## config.mk

```make
export PLATFORM = sky130hd
export DESIGN_NAME = mult9x9_stream
export DESIGN_NICKNAME = d
export VERILOG_FILES = /design/src/rtl/mult9x9_stream.sv
export SDC_FILE = /design/constraint.sdc
export NUM_CORES = 1
export LEC_CHECK = 0
export ABC_CLOCK_PERIOD_IN_PS = 4700
export CORE_AREA = 3 3 120 146
export DETAILED_ROUTE_END_ITERATION = 10
export DIE_AREA = 0 0 123 149
export DONT_BUFFER_PORTS = 1
export PLACE_DENSITY = 0.59
export SYNTH_ARGS = -nofsm -noshare
export SYNTH_HDL_FRONTEND = slang
export SYNTH_HIERARCHICAL = 1
export SYNTH_SLANG_ARGS = --single-unit
```

## constraint.sdc

```tcl
create_clock -name CLK -period 4.7 [get_ports CLK]
set_input_delay 1.41 -clock CLK [delete_from_list [all_inputs] [get_ports CLK]]
set_output_delay 1.41 -clock CLK [all_outputs]
set_load 0.005 [all_outputs]
```

## src/rtl/mult9x9_stream.sv

```systemverilog
// Streaming 9x9 multiplier. A two-stage valid/ready pipeline surrounds a purely combinational
// MULT9X9 core with all internal registers bypassed. Backpressure gates the clock enables of both stages.

module mult9x9_bypass (
    input  logic [8:0]  a_i,
    input  logic        sa_i,
    input  logic [8:0]  b_i,
    input  logic        sb_i,
    output logic [17:0] z_o
);
    logic [17:0] a_ext;
    logic [17:0] b_ext;

    // Each sign flag selects sign- or zero-extension. Every 9x9 product then fits in the low 18 bits.
    assign a_ext = sa_i ? {{9{a_i[8]}}, a_i} : {9'd0, a_i};
    assign b_ext = sb_i ? {{9{b_i[8]}}, b_i} : {9'd0, b_i};
    assign z_o   = a_ext * b_ext;
endmodule

module mult9x9_stream (
    input  logic        CLK,
    input  logic        RST,
    input  logic        IN_VALID,
    output logic        IN_READY,
    input  logic [8:0]  A,
    input  logic        SA,
    input  logic [8:0]  B,
    input  logic        SB,
    output logic        OUT_VALID,
    input  logic        OUT_READY,
    output logic [17:0] Z,
    output logic        ZS,
    output logic [15:0] COUNT
);
    logic        v1_q, v1_d;
    logic        v2_q, v2_d;
    logic [8:0]  ra_q, ra_d;
    logic [8:0]  rb_q, rb_d;
    logic        rsa_q, rsa_d;
    logic        rsb_q, rsb_d;
    logic [17:0] z_q, z_d;
    logic        zs_q, zs_d;
    logic [15:0] count_q, count_d;

    logic        accept;
    logic        adv2;
    logic        emit;
    logic [17:0] prod;

    // Stage 1 may refill in the same cycle it hands its beat to stage 2, so IN_READY looks through to OUT_READY.
    assign adv2     = v1_q & (~v2_q | OUT_READY);
    assign IN_READY = ~v1_q | adv2;
    assign accept   = IN_VALID & IN_READY;
    assign emit     = v2_q & OUT_READY;

    mult9x9_bypass u_mult (
        .a_i  (ra_q),
        .sa_i (rsa_q),
        .b_i  (rb_q),
        .sb_i (rsb_q),
        .z_o  (prod)
    );

    always_comb begin
        // NOTE: every next-state signal takes its hold value first, so no path through this block infers a latch.
        ra_d    = ra_q;
        rb_d    = rb_q;
        rsa_d   = rsa_q;
        rsb_d   = rsb_q;
        z_d     = z_q;
        zs_d    = zs_q;
        count_d = count_q;

        if (accept) begin
            ra_d  = A;
            rb_d  = B;
            rsa_d = SA;
            rsb_d = SB;
        end
        v1_d = accept ? 1'b1 : (adv2 ? 1'b0 : v1_q);

        if (adv2) begin
            z_d  = prod;
            zs_d = rsa_q | rsb_q;
        end
        v2_d = adv2 ? 1'b1 : (OUT_READY ? 1'b0 : v2_q);

        if (emit) begin
            count_d = count_q + 16'd1;
        end
    end

    always_ff @(posedge CLK) begin
        // NOTE: state registers use non-blocking assignments, so all of them update together from pre-edge values.
        if (RST) begin
            v1_q    <= 1'b0;
            v2_q    <= 1'b0;
            ra_q    <= 9'd0;
            rb_q    <= 9'd0;
            rsa_q   <= 1'b0;
            rsb_q   <= 1'b0;
            z_q     <= 18'd0;
            zs_q    <= 1'b0;
            count_q <= 16'd0;
        end else begin
            v1_q    <= v1_d;
            v2_q    <= v2_d;
            ra_q    <= ra_d;
            rb_q    <= rb_d;
            rsa_q   <= rsa_d;
            rsb_q   <= rsb_d;
            z_q     <= z_d;
            zs_q    <= zs_d;
            count_q <= count_d;
        end
    end

    assign OUT_VALID = v2_q;
    assign Z         = z_q;
    assign ZS        = zs_q;
    assign COUNT     = count_q;
endmodule

```

**Yosys cells after proc, flatten, opt, wreduce, memory -nomap -nowiden**

Index checks and enable logic that the tools add are counted.

- Bits in registers: 57
- Input port bits: 24
- Output and inout bits: 37

- Add/subtract/negate cells: 1
- $mul: 1
- Mux-type cells: 6
- Bitwise gates (word level): 8
- Reductions and logical operators: 2

Operator list:

| operator | number |
|---|---|
| 18-bit 2-to-1 mux | 2 |
| 18-bit by 18-bit multiplier with 18-bit output | 1 |
| 16-bit by 1-bit adder with 16-bit output (second input constant) | 1 |
| 1-bit 2-to-1 mux | 4 |
| 2-bit nonzero test | 2 |
| 1-bit AND | 3 |
| 1-bit OR | 3 |
| 1-bit NOT | 2 |

**Logic depth before layout (Yosys ltp)**

- Depth after elaboration: 6
- Depth in mapped cells: 22

**By module**

Netlist, hierarchy kept.

Modules (own cells, without submodules):

| module | times used | cells each | area an instance (sq um) | sequential area each (sq um) |
|---|---|---|---|---|
| mult9x9_bypass | 1 | 483 | 4316.6 | 0.0 |
| mult9x9_stream | 1 | 264 | 2140.8 | 1141.1 |

**Least setup slack after synthesis**

No wires, ideal clock.

- Path type: reg2reg
- From: reg rb_q[4]
- To: reg z_q[17], in the netlist Z[17]
- Library setup time: 0.070 ns
- Data arrival time: 5.156 ns
- Required time: 4.630 ns
- Slack: -0.526 ns
- Stages on the path, launching flop included: 20
- Clock period less this slack: 5.226 ns
- Cell sequence: dfxtp_1 clkbuf_1 and3_1 inv_1 fa_1 fa_1 inv_1 fa_1 fa_1 fa_1 inv_1 fa_1 inv_1 ha_1 and3_1 o2111ai_1 a31oi_1 xnor2_1 nand2_1 a21oi_1

- Longest elaborated chain between the ends: 2

Ends and longest elaborated chain:

| what | line | RTL |
|---|---|---|
| from (decl) | 38 | `logic [8:0] rb_q, rb_d;` |
| from (signal assigned) | 109 | `rb_q <= rb_d;` |
| 18-bit 2-to-1 mux | 16 | `assign b_ext = sb_i ? {{9{b_i[8]}}, b_i} : {9'd0, b_i};` |
| 18-bit by 18-bit multiplier with 18-bit output | 17 | `assign z_o = a_ext * b_ext;` |
| net prod[17] | 48 | `logic [17:0] prod;` |
| to (signal assigned) | 112 | `z_q <= z_d;` |
| to (decl) | 41 | `logic [17:0] z_q, z_d;` |

The timed path passes the listed nets, and every way through them passes these cells.
A chain may end at the register's enable or synchronous reset.

**Worst setup path after layout**

- From: reg rb_q[8]
- To: reg z_q[17], in the netlist Z[17]

Same word-level chain as after synthesis.

==> impl_metrics.xml <==
<?xml version="1.0" encoding="UTF-8"?>
<metrics>
  <group name="layout">
    <metric name="syn_to_final_growth" unit="%">24.3</metric>
    <metric name="num_antenna_cells" unit="">0</metric>
    <metric name="design.final.nets" unit="">1001</metric>
    <metric name="finalInstanceArea" unit="sq um">8030</metric>
    <metric name="n_fill_cell" unit="">1526</metric>
    <metric name="layout_cells_sized_above_1" unit="">0.235</metric>
    <metric name="final_core_util" unit="">0.497</metric>
  </group>
  <group name="power_and_ir_drop">
    <metric name="vdd_drop_max" unit="mV">0.249</metric>
    <metric name="sequentialPowerShare" unit="">0.352</metric>
    <metric name="power_density_over_the_cells" unit="nW/um^2">185</metric>
    <metric name="power.net_switching" unit="uW">425</metric>
    <metric name="power.static_leakage" unit="nW">3.82</metric>
    <metric name="swShare" unit="">0.286</metric>
    <metric name="power_report.internal_total" unit="mW">1.06</metric>
    <metric name="power.combinational.fraction" unit="">0.188</metric>
    <metric name="power.clock.fraction" unit="">0.461</metric>
  </group>
  <group name="detailed_routing">
    <metric name="route.detailed.drc" unit="">0</metric>
    <metric name="dr_total_vias" unit="">4924</metric>
    <metric name="vias_per_cell" unit="">4.71</metric>
    <metric name="route.final.wire_length" unit="um">15200</metric>
    <metric name="drtIter0Drc" unit="">187</metric>
    <metric name="detail_route.first_pass.iterations" unit="">4</metric>
    <metric name="antenna_violating_nets_post_route" unit="">0</metric>
    <metric name="route.detailed.wl_per_inst" unit="um">14.5</metric>
  </group>
  <group name="global_routing">
    <metric name="grt_antenna_before_repair" unit="">1</metric>
    <metric name="vias_in_the_first_global_route" unit="">5356</metric>
    <metric name="grt_util_met2" unit="">0.300</metric>
    <metric name="grt_remaining_overflow" unit="">0</metric>
    <metric name="globalRouteMet3Util" unit="">0.0421</metric>
    <metric name="grt_use_total" unit="">0.178</metric>
    <metric name="globalRoute.busiestLayer" unit="">met2</metric>
    <metric name="grt_first_pass_wirelength" unit="um">25900</metric>
    <metric name="maximum_number_of_pins_on_one_net_before_global_route_repair" unit="">60</metric>
    <metric name="met1_grt_util" unit="">0.225</metric>
  </group>
  <group name="timing">
    <metric name="layout_min_cycle_time" unit="ps">5060</metric>
    <metric name="final_max_slew_viol_count" unit="">0</metric>
    <metric name="timing.final.hold_violations" unit="">0</metric>
    <metric name="timing.max_slew.rel_slack" unit="">0.386</metric>
    <metric name="post-route-worst-setup-slack" unit="ps">-357</metric>
    <metric name="totalNegativeSetupSlack" unit="ps">-1320</metric>
    <metric name="finClkSkew" unit="ps">15.9</metric>
    <metric name="grt_setup_unrepaired" unit="">yes</metric>
    <metric name="finalSetupViolCount" unit="">5</metric>
    <metric name="max_slew.worst_pin.slew" unit="ps">919</metric>
    <metric name="hold-worst-slack" unit="ps">468</metric>
    <metric name="fin_crit_sh" unit="">1.08</metric>
    <metric name="max_freq" unit="MHz">198</metric>
  </group>
  <group name="synthesis">
    <metric name="synth.cell_area" unit="sq um">6460</metric>
    <metric name="synth-edff-count" unit="">0</metric>
    <metric name="synth.lib_cells_used.distinct" unit="">44</metric>
    <metric name="yosys_register_bits" unit="">57</metric>
    <metric name="yosys_most_used_dff" unit="">dfxtp_1</metric>
    <metric name="synth_seq_area_share" unit="">0.177</metric>
    <metric name="fraction_of_registers_with_async_set_or_reset_after_synthesis" unit="">0</metric>
    <metric name="postSynthAreaPerCell" unit="sq um">8.64</metric>
    <metric name="instance_count_of_the_mapped_netlist" unit="">747</metric>
    <metric name="synth.net_count" unit="">919</metric>
    <metric name="ys_warn_count" unit="">6</metric>
  </group>
  <group name="die">
    <metric name="num_io_pins" unit="">61</metric>
    <metric name="die_x" unit="um">123</metric>
    <metric name="die_h" unit="um">149</metric>
    <metric name="start_util" unit="">0.400</metric>
    <metric name="floorplan.core_area" unit="sq um">16100</metric>
    <metric name="core.rowCount" unit="">51</metric>
    <metric name="dieArea" unit="sq um">18300</metric>
  </group>
  <group name="clock_tree">
    <metric name="htree_num_levels" unit="">3</metric>
    <metric name="cts_hold_buffers" unit="">0</metric>
    <metric name="number_of_clock_buffers_inserted_by_tritoncts" unit="">9</metric>
    <metric name="clock-sinks" unit="">57</metric>
    <metric name="cts_max_path_buffers" unit="">2</metric>
    <metric name="clk_root_buffer_cell" unit="">clkbuf_16</metric>
    <metric name="clkSlewWorstSetupHoldPaths" unit="ps">70</metric>
    <metric name="tritoncts" unit="">yes</metric>
    <metric name="clk_latency" unit="ps">340</metric>
  </group>
  <group name="status">
    <metric name="failing_checks" unit="">negative setup slack</metric>
    <metric name="run_status" unit="">finished, violations left</metric>
  </group>
  <group name="setup_path">
    <metric name="worst-path-max-fanout" unit="">7</metric>
    <metric name="setup.worst_path.end_class" unit="">register</metric>
    <metric name="worstPathArrival" unit="ps">5330</metric>
    <metric name="rr_startpoint" unit="">rb_q[8]$_SDFFE_PP0P_</metric>
    <metric name="worst-setup-path-type" unit="">reg -&gt; reg</metric>
    <metric name="worstReg2RegEnd" unit="">Z[17]$_SDFFE_PP0P_</metric>
    <metric name="startpoint_type" unit="">register</metric>
    <metric name="r2r_setup_slack" unit="ps">-360</metric>
    <metric name="worst_ep_required_time" unit="ps">4970</metric>
    <metric name="timing.reg2reg.worst_path_depth" unit="">20</metric>
  </group>
  <group name="hold_path">
    <metric name="hold_path.startpoint" unit="">v1_q$_SDFFE_PP0P_</metric>
    <metric name="min_delay_path_depth" unit="">2</metric>
    <metric name="whs_endpoint" unit="">OUT_VALID$_SDFFE_PP0P_</metric>
    <metric name="worst_hold_path_type" unit="">reg -&gt; reg</metric>
  </group>
  <group name="placed_design">
    <metric name="dpl-instance-area" unit="sq um">7420</metric>
    <metric name="hpwlAfterDp" unit="um">12200</metric>
    <metric name="place_ws" unit="ps">-531</metric>
    <metric name="routabilityCongestion" unit="">0.844</metric>
    <metric name="place.port_buffers" unit="">0</metric>
  </group>
  <group name="flow_run">
    <metric name="drv.max_cap_violation_count" unit="">0</metric>
  </group>
</metrics>
layout by cell type, fill, tap and decap left out, types with 3 or more instances in the layout:
cell / count
nand3_1: 5
dfxtp_1: 46
inv_2: 10
dfxtp_2: 8
a21oi_1: 38
buf_6: 6
nor3_1: 7
and2_4: 5
a21o_1: 4
nor4_1: 3
ha_4: 10
clkbuf_16: 9
and3_1: 7
nand2_1: 116
nand2b_1: 3
dfxtp_4: 3
and3_4: 4
inv_1: 125
xor2_1: 13
buf_4: 92
ha_1: 41
nand4_1: 6
xnor2_1: 29
and2_1: 61
nor2_1: 25
fa_1: 92
fa_2: 3
a21oi_2: 12
per-stage QoR:
step,power (mW),std cells
finish,1.49,1046
detailed placement,0.788,1023
floorplan,0.704,747
global route,1.57,1046
CTS,1.50,1044
global placement,0.784,1023
worst max path at each step:
| stage | depth (start not counted) | endpoint | startpoint |
|---|---|---|---|
| after floorplan | 20 | Z[16]$_SDFFE_PP0P_ | ra_q[8]$_SDFFE_PP0P_ |
| after global placement | 19 | Z[17]$_SDFFE_PP0P_ | ra_q[8]$_SDFFE_PP0P_ |
| after detailed placement | 17 | Z[16]$_SDFFE_PP0P_ | rb_q[7]$_SDFFE_PP0P_ |
| after CTS | 21 | Z[17]$_SDFFE_PP0P_ | ra_q[8]$_SDFFE_PP0P_ |
| after global routing | 22 | Z[17]$_SDFFE_PP0P_ | ra_q[8]$_SDFFE_PP0P_ |
| final | 20 | Z[17]$_SDFFE_PP0P_ | rb_q[8]$_SDFFE_PP0P_ |
Yosys cell counts (all sizes together) (2+ instances only):
cell type / n / share of area
clkbuf: 20 / 0.012
inv: 136 / 0.079
buf: 8 / 0.0072
a21oi: 51 / 0.041
nand2: 119 / 0.069
nor3: 9 / 0.0070
nor4: 3 / 0.0029
a21o: 4 / 0.0047
and3: 12 / 0.012
dfxtp: 57 / 0.18
nand2b: 4 / 0.0039
xnor2: 31 / 0.043
o21ai: 4 / 0.0031
nand4: 6 / 0.0058
or3: 2 / 0.0021
a211o: 2 / 0.0027
nor2: 27 / 0.017
fa: 95 / 0.29
and2: 66 / 0.064
xor2: 13 / 0.018
nor2b: 2 / 0.0019
nand3b: 2 / 0.0023
and4: 3 / 0.0043
ha: 53 / 0.10
o21a: 2 / 0.0023
nand3: 6 / 0.0054
sequential cells by signal (all words and copies together) (netlist names):
name,count
Z,18
COUNT,16
ra_q,9
rb_q,9
OUT_VALID,1
ZS,1
rsa_q,1
rsb_q,1
v1_q,1
routing by layer:
metal  up-vias  part of all wire  wire, um
li1       2453                 -         -
met1      2341              0.43      6470
met2        99              0.50      7570
met3        29             0.050       767
met4         2             0.026       390
met5         -            0.0013        20
kinds of logic after synthesis:
group                    count (synthesis)  synth area share
AND/OR/NAND/NOR                        262             0.199
AO/OA/AOI/OAI                           70            0.0628
flip-flops                              57             0.177
multiplexers                             1           0.00174
adder cells (fa/ha/maj)                148             0.397
XOR/XNOR                                45            0.0643
buffers and inverters                  164            0.0978
layout make-up:
cell class	instances	area (sq um)	share of cell area
inverters	136	513	0.0639
well taps	212	265	0.0331
clock buffers	10	239	0.0298
multi-input cells	526	5010	0.625
clock inverters	6	67.6	0.00842
flip-flops and latches	57	1160	0.145
repair buffers	99	763	0.0951
worst max-delay path, stage by stage (launching register included):
cell	delay, ps
dfxtp_4	360
clkbuf_2	150
and3_2	260
fa_1	540
inv_1	60
fa_1	490
inv_1	40
ha_1	310
fa_1	500
fa_1	510
inv_1	50
fa_1	490
inv_2	50
ha_4	270
and3_4	180
o2111ai_4	130
a31oi_2	160
buf_4	140
xnor2_2	90
nand2_1	70
a21oi_2	150
power by group through the flow:
stage          Clock [mW]  Combinational (mW)  Sequential (mW)
6_report            0.684               0.279            0.522
4_1_cts             0.705               0.270            0.523
3_3_place_gp            0               0.249            0.535
3_5_place_dp            0               0.253            0.535
2_1_floorplan           0               0.179            0.525
5_1_grt             0.723               0.318            0.526
timing repair:
| action | CTS | global route |
|---|---|---|
| resized for setup | 36 | 35 |
| pin swaps | 31 | 19 |
| setup buffers | 6 | 2 |
| setup endpoints to repair | 8 | 8 |
Note: power is estimated with default switching activity, not from simulation.
